==> src/rtl/serial_subtractor_if.sv <==
// Handshake and operand/result bundle for the bit-serial subtractor.
// The controller side drives start/a/b; the subtractor drives status and results.
interface serial_subtractor_if #(
  parameter int WIDTH = 8
);
  logic             start;
  logic [WIDTH-1:0] a;
  logic [WIDTH-1:0] b;
  logic             busy;
  logic             done;
  logic [WIDTH-1:0] diff;
  logic             borrow_out;
  logic             overflow;

  modport master (
    output start, a, b,
    input  busy, done, diff, borrow_out, overflow
  );

  modport slave (
    input  start, a, b,
    output busy, done, diff, borrow_out, overflow
  );
endinterface

==> src/rtl/serial_subtractor.sv <==
// Bit-serial two's-complement subtractor: one full-subtractor cell reused LSB first,
// with a ripple-borrow flop, sequenced by an IDLE/SHIFT/DONE FSM.
module serial_subtractor #(
  parameter int WIDTH = 8
) (
  input  logic                clk,
  input  logic                reset,
  serial_subtractor_if.slave  bus
);
  localparam int CNT_W = (WIDTH > 1) ? $clog2(WIDTH) : 1;

  typedef enum logic [1:0] {
    IDLE  = 2'd0,
    SHIFT = 2'd1,
    DONE  = 2'd2
  } state_t;

  state_t           state_reg;
  state_t           state_next;
  logic [WIDTH-1:0] a_sh_reg;
  logic [WIDTH-1:0] b_sh_reg;
  logic [WIDTH-1:0] res_sh_reg;
  logic             borrow_reg;
  logic [CNT_W-1:0] cnt_reg;
  logic             a_msb_reg;
  logic             b_msb_reg;
  logic [WIDTH-1:0] diff_reg;
  logic             borrow_out_reg;
  logic             overflow_reg;

  logic             x_bit;
  logic             y_bit;
  logic             d_bit;
  logic             bo_bit;
  logic             last_bit;
  logic [WIDTH-1:0] res_final;

  // Single full-subtractor cell acting on the current LSBs.
  assign x_bit     = a_sh_reg[0];
  assign y_bit     = b_sh_reg[0];
  assign d_bit     = x_bit ^ y_bit ^ borrow_reg;
  assign bo_bit    = (~x_bit & y_bit) | (~(x_bit ^ y_bit) & borrow_reg);
  assign last_bit  = (cnt_reg == CNT_W'(WIDTH - 1));
  assign res_final = {d_bit, res_sh_reg[WIDTH-1:1]};

  always_ff @(posedge clk or posedge reset) begin
    if (reset) begin
      state_reg <= IDLE;
    end else begin
      state_reg <= state_next;
    end
  end

  always_comb begin
    state_next = state_reg;
    case (state_reg)
      IDLE:    if (bus.start) state_next = SHIFT;
      SHIFT:   if (last_bit)  state_next = DONE;
      DONE:    state_next = IDLE;
      default: state_next = IDLE;
    endcase
  end

  always_ff @(posedge clk or posedge reset) begin
    if (reset) begin
      a_sh_reg       <= '0;
      b_sh_reg       <= '0;
      res_sh_reg     <= '0;
      borrow_reg     <= 1'b0;
      cnt_reg        <= '0;
      a_msb_reg      <= 1'b0;
      b_msb_reg      <= 1'b0;
      diff_reg       <= '0;
      borrow_out_reg <= 1'b0;
      overflow_reg   <= 1'b0;
    end else begin
      case (state_reg)
        IDLE: begin
          if (bus.start) begin
            a_sh_reg   <= bus.a;
            b_sh_reg   <= bus.b;
            res_sh_reg <= '0;
            borrow_reg <= 1'b0;
            cnt_reg    <= '0;
            a_msb_reg  <= bus.a[WIDTH-1];
            b_msb_reg  <= bus.b[WIDTH-1];
          end
        end
        SHIFT: begin
          a_sh_reg   <= a_sh_reg >> 1;
          b_sh_reg   <= b_sh_reg >> 1;
          res_sh_reg <= res_final;
          borrow_reg <= bo_bit;
          cnt_reg    <= cnt_reg + 1'b1;
          // Results are published only on the final bit so they hold across operations.
          if (last_bit) begin
            diff_reg       <= res_final;
            borrow_out_reg <= bo_bit;
            overflow_reg   <= (a_msb_reg != b_msb_reg) && (d_bit != a_msb_reg);
          end
        end
        default: ;
      endcase
    end
  end

  assign bus.busy       = (state_reg == SHIFT);
  assign bus.done       = (state_reg == DONE);
  assign bus.diff       = diff_reg;
  assign bus.borrow_out = borrow_out_reg;
  assign bus.overflow   = overflow_reg;
endmodule

==> src/flat_wrapper.sv <==
// flat-port wrapper written by rule: the top's interface ports become plain ports
module serial_subtractor_flat 
#(
  parameter int WIDTH = 8
)
  (clk, reset, bus_start, bus_a, bus_b, bus_busy, bus_done, bus_diff, bus_borrow_out, bus_overflow);
  serial_subtractor_if #(.WIDTH(WIDTH)) bus_i ();
  input  logic clk;
  input  logic reset;
  input wire logic [$bits(bus_i.start)-1:0] bus_start;
  input wire logic [$bits(bus_i.a)-1:0] bus_a;
  input wire logic [$bits(bus_i.b)-1:0] bus_b;
  output wire logic [$bits(bus_i.busy)-1:0] bus_busy;
  output wire logic [$bits(bus_i.done)-1:0] bus_done;
  output wire logic [$bits(bus_i.diff)-1:0] bus_diff;
  output wire logic [$bits(bus_i.borrow_out)-1:0] bus_borrow_out;
  output wire logic [$bits(bus_i.overflow)-1:0] bus_overflow;
  assign bus_i.start = bus_start;
  assign bus_i.a = bus_a;
  assign bus_i.b = bus_b;
  assign bus_busy = bus_i.busy;
  assign bus_done = bus_i.done;
  assign bus_diff = bus_i.diff;
  assign bus_borrow_out = bus_i.borrow_out;
  assign bus_overflow = bus_i.overflow;
  serial_subtractor #(.WIDTH(WIDTH)) u_core (.clk(clk), .reset(reset), .bus(bus_i));
endmodule
==> config.mk <==
export PLATFORM = sky130hd
export DESIGN_NAME = serial_subtractor_flat
export DESIGN_NICKNAME = d
export VERILOG_FILES = /design/src/rtl/serial_subtractor_if.sv /design/src/rtl/serial_subtractor.sv /design/src/flat_wrapper.sv
export SDC_FILE = /design/constraint.sdc
export NUM_CORES = 1
export LEC_CHECK = 0
export ABC_AREA = 1
export CAP_MARGIN = 10
export CORE_MARGIN = 5
export CORE_UTILIZATION = 47
export CTS_CLUSTER_DIAMETER = 50
export DETAILED_ROUTE_END_ITERATION = 10
export PLACE_DENSITY = 0.81
export SYNTH_ARGS = -nofsm -noshare
export SYNTH_HDL_FRONTEND = slang
export SYNTH_SLANG_ARGS = --single-unit
==> constraint.sdc <==
create_clock -name clk -period 1.2 [get_ports clk]
set_input_delay 0.24 -clock clk [delete_from_list [all_inputs] [get_ports clk]]
set_output_delay 0.24 -clock clk [all_outputs]
set_load 0.02 [all_outputs]
# == After elaboration in Yosys (flattened, before gate mapping) ==
# Index checks and enable logic that the tools add are counted.
# word_totals
register_bits,42
inputBits,19
wordCells,46
# classes
addsub,1
eq_ne,7
mux,13
n_bitwise,7
n_reduce_logical,7
# op_table
operator,n
case mux 8 bit (2 select lines),3
two-way mux 8 bit,3
AND reduction 2 bit,4
case mux 3 bit (2 select lines),1
two-way mux 2 bit,2
case mux 2 bit (2 select lines),1
adder 3 x 1 -> 3 bit (second input constant),1
equality test 3 bit (second input constant),1
two-way mux 3 bit,1
bitwise AND 1 bit,2
equality test 2 x 1 -> 1 bit (second input constant),1
equality test 2 bit (second input constant),1
logical NOT 2 bit,1
!= test 1 bit,2
!= test 2 x 1 -> 1 bit (second input constant),1
!= test 2 bit (second input constant),1
inverter 1 bit,2
case mux 1 bit (2 select lines),1
nonzero test 2 bit,1
XOR 1 bit,2
logical AND 1 bit,1
two-way mux 1 bit,1
bitwise OR 1 bit,1

# == Logic depth before layout (Yosys ltp) ==
# Gate-level depths: netlist (run 1).
# depth
word_depth,5
depth_mapped,7
depth_no_buf,7

# == Worst setup path after synthesis (run 1) ==
# OpenSTA, ideal clock, no wires.
# synth_path
kind,register to register
start,reg u_core.borrow_reg
end,"reg u_core.overflow_reg, in the netlist u_core.bus.overflow"
arrival_time_ns,1.177
required_time_ns,1.084
slack_ns,-0.094
path_stages_with_launch,8
path_cell_list,dfrtp_1 > inv_1 > fa_1 > inv_1 > nand3_1 > nand2_1 > nand2_1 > nand2_1
# synth_between
elab_chain_len,3
# synth_lines
element,line_no,source
from (decl),serial_subtractor.sv:23,logic borrow_reg;
from (signal assigned),serial_subtractor.sv:93,borrow_reg <= bo_bit;
XOR 1 bit,serial_subtractor.sv:41,assign d_bit = x_bit ^ y_bit ^ borrow_reg;
named net u_core.d_bit,serial_subtractor.sv:33,logic d_bit;
!= test 1 bit,serial_subtractor.sv:99,overflow_reg <= (a_msb_reg != b_msb_reg) && (d_bit != a_msb_reg);
logical AND 1 bit,serial_subtractor.sv:99,
to (signal assigned),serial_subtractor.sv:99,
to (decl),serial_subtractor.sv:29,logic overflow_reg;
# The timed path passes the listed nets, and every way through them passes these cells.
# A chain may end at the register's enable or synchronous reset.

# == Worst setup path after layout (run 1) ==
# layout_path
start,reg u_core.borrow_reg
end,"reg u_core.diff_reg[7], in the netlist u_core.bus.diff[7]"
# layout_between
elab_chain_len,1
# layout_lines
element,line_no,source
XOR 1 bit,serial_subtractor.sv:41,
named net u_core.d_bit,serial_subtractor.sv:33,
to (signal assigned),serial_subtractor.sv:97,diff_reg <= res_final;
to (decl),serial_subtractor.sv:27,logic [WIDTH-1:0] diff_reg;
# The timed path passes the listed nets, and every way through them passes these cells.

==> run_results.csv, run 1 <==
group,metric,value,unit
synthesis,synth_fp_nets,243,
global_route,grt_max_degree,42,
route,vias,1655,
cts,clkTransAtPathRegs,80,ps
sta,setup_viol,32,
sta,min_period,1440,ps
synthesis,synth-seq-cells,41,
synthesis,yosys_warnings,0,
synthesis,synth_top_area_share,54.8,%
sta,rsz0062_at_grt,"true",
route,routedWlPerCell,15.3,um
global_route,grt_use_met1,22.2,%
global_route,met3_usage,3.03,%
power,ir_worst_vdd,1.30,mV
floorplan,ios,31,
global_route,grt_pass1_wl,6.79,mm
floorplan,row_count,23,
place,place_ws,-243,ps
cts,cts.sinks,41,
place,dp.final_hpwl,2.64,mm
route,drtPass1Iterations,4,
route,vias_per_cell,5.11,
finish,seq_area,1030,um2
floorplan,core-area,3940,um2
hold_path,worstHoldPathType,"input pin to async pin",
cts,cts_buffer_depth,2,
synthesis,synth_edf_count,0,
synthesis,synth_top_area_cell,"dfrtp_1",
synthesis,async_flop_share,100,%
cts,cts_buffers,5,
finish,drive_gt1_share,35.4,%
setup_path,cp-start-kind,"flop",
global_route,grt_use_met2,25.8,%
sta,holdWs,306,ps
sta,period_share,120,%
floorplan,start_util,47.5,%
finish,fin_cells,324,
sta,setup_tns,-3690,ps
synthesis,synth.avg_cell_area,8.47,um2
place,place.gp.congestion,0.745,
finish,fin_util,68.8,%
place,dp_cells,301,
synthesis,ys_types,17,
setup_path,required,1410,ps
outcome,status,"finished, violations left",
setup_path,critPathMaxFanout,3,
sta,drv_slew,0,
finish,areaGrowthSynthToFinish,44.9,%
synthesis,synth_top_cells_by_area,"dfrtp_1 55%, nand2_1 21%, nand3_1 4.3%",
route,postRouteAntennaNets,0,
route,drtIter0Drc,209,
setup_path,crit_path_end_kind,"flop",
synthesis,syn_area,1870,um2
route,drc,0,
power,p_leak,1.38,nW
sta,timing.slew.headroom,82.9,%
cts,clk_latency,290,ps
setup_path,crit_arrival,1650,ps
sta,clock_skew,8.44,ps
finish,final_cell_mix,"83 x nand2_1, 40 x dfrtp_1, 18 x nand2_2, 18 x clkdlybuf4s50_1, 15 x nand3_1",
finish,fillers,256,
floorplan,dieArea,5340,um2
global_route,grt_antenna_before_repair,0,
finish,multiInputGateArea,892,um2
power,power.density,2640,nW/um2
finish,diodes,0,
sta,tightest_slew,255,ps
finish,final_common_cell,"nand2_1",
global_route,overflow,0,
cts,cts_max_level,2,
job,cap_violations,0,
synthesis,synth_cells,221,
outcome,violations,"setup timing",
synthesis,yosys_most_used_dff,"dfrtp_1",
sta,fin_ws,-237,ps
cts,cts_tree,"done",
floorplan,dieHeight,73.1,um
route,wirelength,4.94,mm
global_route,grt_pass1_vias,1480,
synthesis,ys_seq_area_share,54.8,%
setup_path,critPathKind,"flop to flop",
cts,clockRootBuffer,"clkbuf_8",
global_route,grt_usage,16.4,%
sta,final-hold-violation-count,0,
finish,nNetsFinal,297,
place,port_buffers,30,
global_route,top_usage_layer,"met2",
sta,timing.fmax,696,MHz
floorplan,dieWidth,73.1,um
## stage by stage
step	instance area [um2]	power [W]
after global placement	2260	0.00498
after floorplan	1890	0.00421
after CTS	2420	0.00606
after detailed placement	2260	0.00509
final	2710	0.00716
after global routing	2710	0.00764
## Yosys cell counts (3+ instances only)
master   instances
nor2_1           3
o21ai_1          8
inv_2            3
nand3_1         16
nand2_1        105
buf_2            3
dfrtp_1         41
buf_4            4
inv_1           15
o21ai_0          6
o21ai_2          8
## power breakdown
part / switching, W / internal [W]
clock: 0.000441 / 0.000383
combinational: 0.00213 / 0.00175
sequential: 0.000462 / 0.00199
total: 0.00304 / 0.00412
## cell type report
type / instances / area share (%)
Sequential cell: 41 / 37.9
Tap cell: 50 / 2.31
Multi-Input combinational cell: 154 / 32.9
Clock inverter: 1 / 0.185
Timing Repair Buffer: 54 / 21.3
Clock buffer: 5 / 2.54
Timing Repair inverter: 1 / 0.231
Inverter: 18 / 2.68
## kinds of logic (layout without fill, tap and decap cells)
group / after synthesis / count (layout) / share of synthesized area [%]
compound gates: 23 / 23 / 8.36
buf+inv: 27 / 79 / 7.22
fa+ha+maj: 3 / 3 / 2.41
flops: 41 / 41 / 54.8
simple gates: 127 / 128 / 27.2
## metal layers
metal | part of all wire [%] | vias to the layer above
met2 | 52 | 62
met1 | 40 | 797
met4 | 1.5 | 0
met3 | 5.9 | 6
met5 | 0 | -
li1 | - | 790
## final timing paths
| path | slack, ps | to | cells past startpoint | startpoint |
|---|---|---|---|---|
| worst min-delay path | 310 | u_core.a_sh_reg[0] | 3 | reset |
| worst max-delay path | -240 | u_core.bus.diff[7] | 5 | u_core.borrow_reg |
| max in group asynchronous | 670 | u_core.state_reg[0] | 3 | reset |
| worst max register to register | -240 | u_core.bus.diff[7] | 5 | u_core.borrow_reg |
| worst min register to register | 480 | u_core.bus.diff[5] | 2 | u_core.bus.diff[5] |
| min in group clk | 480 | u_core.bus.diff[5] | 2 | u_core.bus.diff[5] |
## worst max-delay path, stage by stage (launching register included)
cell,delay [ps]
dfrtp_1,380
inv_2,60
fa_2,610
inv_2,60
buf_4,140
o21ai_2,130
## repair_timing
action / CTS / global route
hold buffers: 0 / 0
setup buffers: 2 / 11
resized for setup: 54 / 62
hold endpoints to repair: 0 / 0
endpoints found under the setup margin: 50 / 48
gates cloned: 1 / 3
pin swaps: 4 / 13
(Power assumes the default switching activity.)
==> run 2: changes to the inputs <==
==> constraint.sdc (replaced) <==
create_clock -name clk -period 1.2 [get_ports clk]
set_input_delay 0.24 -clock clk [delete_from_list [all_inputs] [get_ports clk]]
set_output_delay 0.24 -clock clk [all_outputs]
set_load 0.01 [all_outputs]
==> run_results.csv, run 2 (synthesis gave the netlist of run 1 again) <==
group,metric,value,unit
outcome,status,"finished, violations left",
outcome,violations,"setup timing",
floorplan,dieWidth,73.1,um
finish,drive_gt1_share,44.7,%
setup_path,cp_slowest_stage_delay,600,ps
sta,period_share,118,%
floorplan,start_util,47.5,%
power,p_leak,1.51,nW
global_route,grt_antenna_before_repair,0,
setup_path,critPathBufInv,2,
power,power.density,2640,nW/um2
place,port_buffers,30,
cts,cts_tree,"done",
setup_path,crit_path_start,"u_core.b_sh_reg[0]",
cts,postCtsHoldBufs,0,
power,ir_worst_vdd,1.56,mV
hold_path,worstHoldPathType,"input pin to async pin",
route,drtPass1Iterations,4,
setup_path,critPathMaxFanout,3,
setup_path,cpLargestDelayFamily,"adder cells",
global_route,grt_pass1_vias,1726,
finish,final_cell_mix,"59 x nand2_1, 41 x dfrtp_1, 40 x nand2_2",
sta,min_period,1420,ps
sta,setup_viol,40,
power,pwr-share-clk,11.3,%
route,drc,0,
floorplan,dieHeight,73.1,um
power,p_seq_share,31.5,%
sta,fin_ws,-215,ps
setup_path,crit_path_end_kind,"flop",
power,p_int,0.00454,W
sta,holdWs,292,ps
sta,final-hold-violation-count,0,
setup_path,required,1390,ps
cts,cts_buffer_depth,2,
setup_path,cp-start-kind,"flop",
sta,rsz0062_at_grt,"true",
place,place_ws,-188,ps
route,postRouteAntennaNets,0,
sta,timing.fmax,707,MHz
route,vias_per_cell,5.27,
sta,tightest_slew,255,ps
job,cap_violations,0,
setup_path,crit_chain,"inv_2 -> fa_1 -> inv_2 -> nand3_2 -> nand2_2 -> nand2_1 -> nand2_1",
finish,final_common_cell,"nand2_1",
setup_path,cpMaxStageDelayCell,"fa_1",
sta,timing.slew.headroom,82.9,%
route,vias,1796,
floorplan,dieArea,5340,um2
floorplan,row_count,23,
cts,cts_buffers,5,
place,place.gp.congestion,0.757,
power,p_switching,0.00325,W
finish,diodes,0,
setup_path,reg2reg_from,"u_core.b_sh_reg[0]",
global_route,grt_max_degree,42,
sta,clock_skew,7.62,ps
route,wirelength,5.77,mm
finish,fin_util,74.8,%
setup_path,critPathKind,"flop to flop",
place,dp.final_hpwl,2.67,mm
power,swShare,41.7,%
cts,clockRootBuffer,"clkbuf_8",
cts,clkTransAtPathRegs,80,ps
cts,clk_latency,300,ps
route,routedWlPerCell,16.9,um
global_route,overflow,0,
global_route,grt_pass1_wl,8.31,mm
finish,nNetsFinal,312,
sta,drv_slew,0,
cts,cts_max_level,2,
floorplan,ios,31,
route,drtIter0Drc,165,
floorplan,core-area,3940,um2
global_route,grt_usage,20.8,%
finish,areaGrowthSynthToFinish,57.6,%
cts,cts.sinks,41,
power,combPwrFrac,57.2,%
setup_path,crit_arrival,1600,ps
==> run 2: path summary, 6_finish.rpt <==
| path | endpoint | slack (ps) | depth (start not counted) |
|---|---|---|---|
| hold reg to reg | u_core.bus.diff[3] | 480 | 2 |
| max in group asynchronous | u_core.cnt_reg[1] | 700 | 3 |
| hold / removal | u_core.bus.diff[5] | 290 | 3 |
| setup reg to reg | u_core.bus.overflow | -220 | 7 |
| min in group clk | u_core.bus.diff[3] | 480 | 2 |
| setup / recovery | u_core.bus.overflow | -220 | 7 |
==> run 2: final cells by class <==
| type | instances | area [um2] |
|---|---|---|
| Clock buffer | 8 | 80.1 |
| Fill cell | 222 | 992 |
| Inverter | 18 | 77.6 |
| Multi-Input combinational cell | 153 | 926 |
| Sequential cell | 41 | 1030 |
| Tap cell | 50 | 62.6 |
| Timing Repair Buffer | 70 | 767 |
| Timing Repair inverter | 1 | 11.3 |
==> run 2: worst min-delay path: cells and delay by family <==
family | cells | cell delay, ps
buffers and inverters | 3 | 720
==> run 2: repair_timing <==
| action | in CTS | in global routing |
|---|---|---|
| endpoints found under the setup margin | 50 | 50 |
| pin swaps | 15 | 8 |
| setup buffers | 18 | 8 |
| gates cloned | 4 | 3 |
| resized for setup | 84 | 56 |
==> run 2: power groups by stage <==
stage / clock network [W] / logic, W / registers, W
floorplan: 0 / 0.00170 / 0.00234
global placement: 0 / 0.00261 / 0.00232
detailed placement: 0 / 0.00270 / 0.00235
CTS: 0.000880 / 0.00365 / 0.00233
global route: 0.000960 / 0.00475 / 0.00251
finish: 0.000879 / 0.00446 / 0.00246
==> run 2: stage by stage <==
| step | area (um2) | instances | total power [W] | TNS [ps] |
|---|---|---|---|---|
| finish | 2950 | 341 | 0.00779 | -5070 |
| global route | 2950 | 341 | 0.00822 | -6630 |
| CTS | 2730 | 333 | 0.00686 | -2080 |
| detailed placement | 2290 | 303 | 0.00505 | -4110 |
| global placement | 2290 | 303 | 0.00493 | -2880 |
| floorplan | 1880 | 221 | 0.00405 | -66.6 |
==> run 2: per-layer routing <==
layer	part of all wire, %	track usage, %	vias to the layer above
met3	6.9	5.92	21
met2	49	33.8	81
met5	0	0	-
met4	3.4	8.20	0
met1	41	26.0	865
li1	-	-	829
==> run 3: changes to the inputs <==
--- a/config.mk
+++ b/config.mk
@@ -12,6 +12,7 @@
 export CTS_CLUSTER_DIAMETER = 50
 export DETAILED_ROUTE_END_ITERATION = 10
 export PLACE_DENSITY = 0.81
+export SLEW_MARGIN = 20
 export SYNTH_ARGS = -nofsm -noshare
 export SYNTH_HDL_FRONTEND = slang
 export SYNTH_SLANG_ARGS = --single-unit
==> results of run 3 <==
The final DEF is identical to that of run 2; final timing and power are the same.
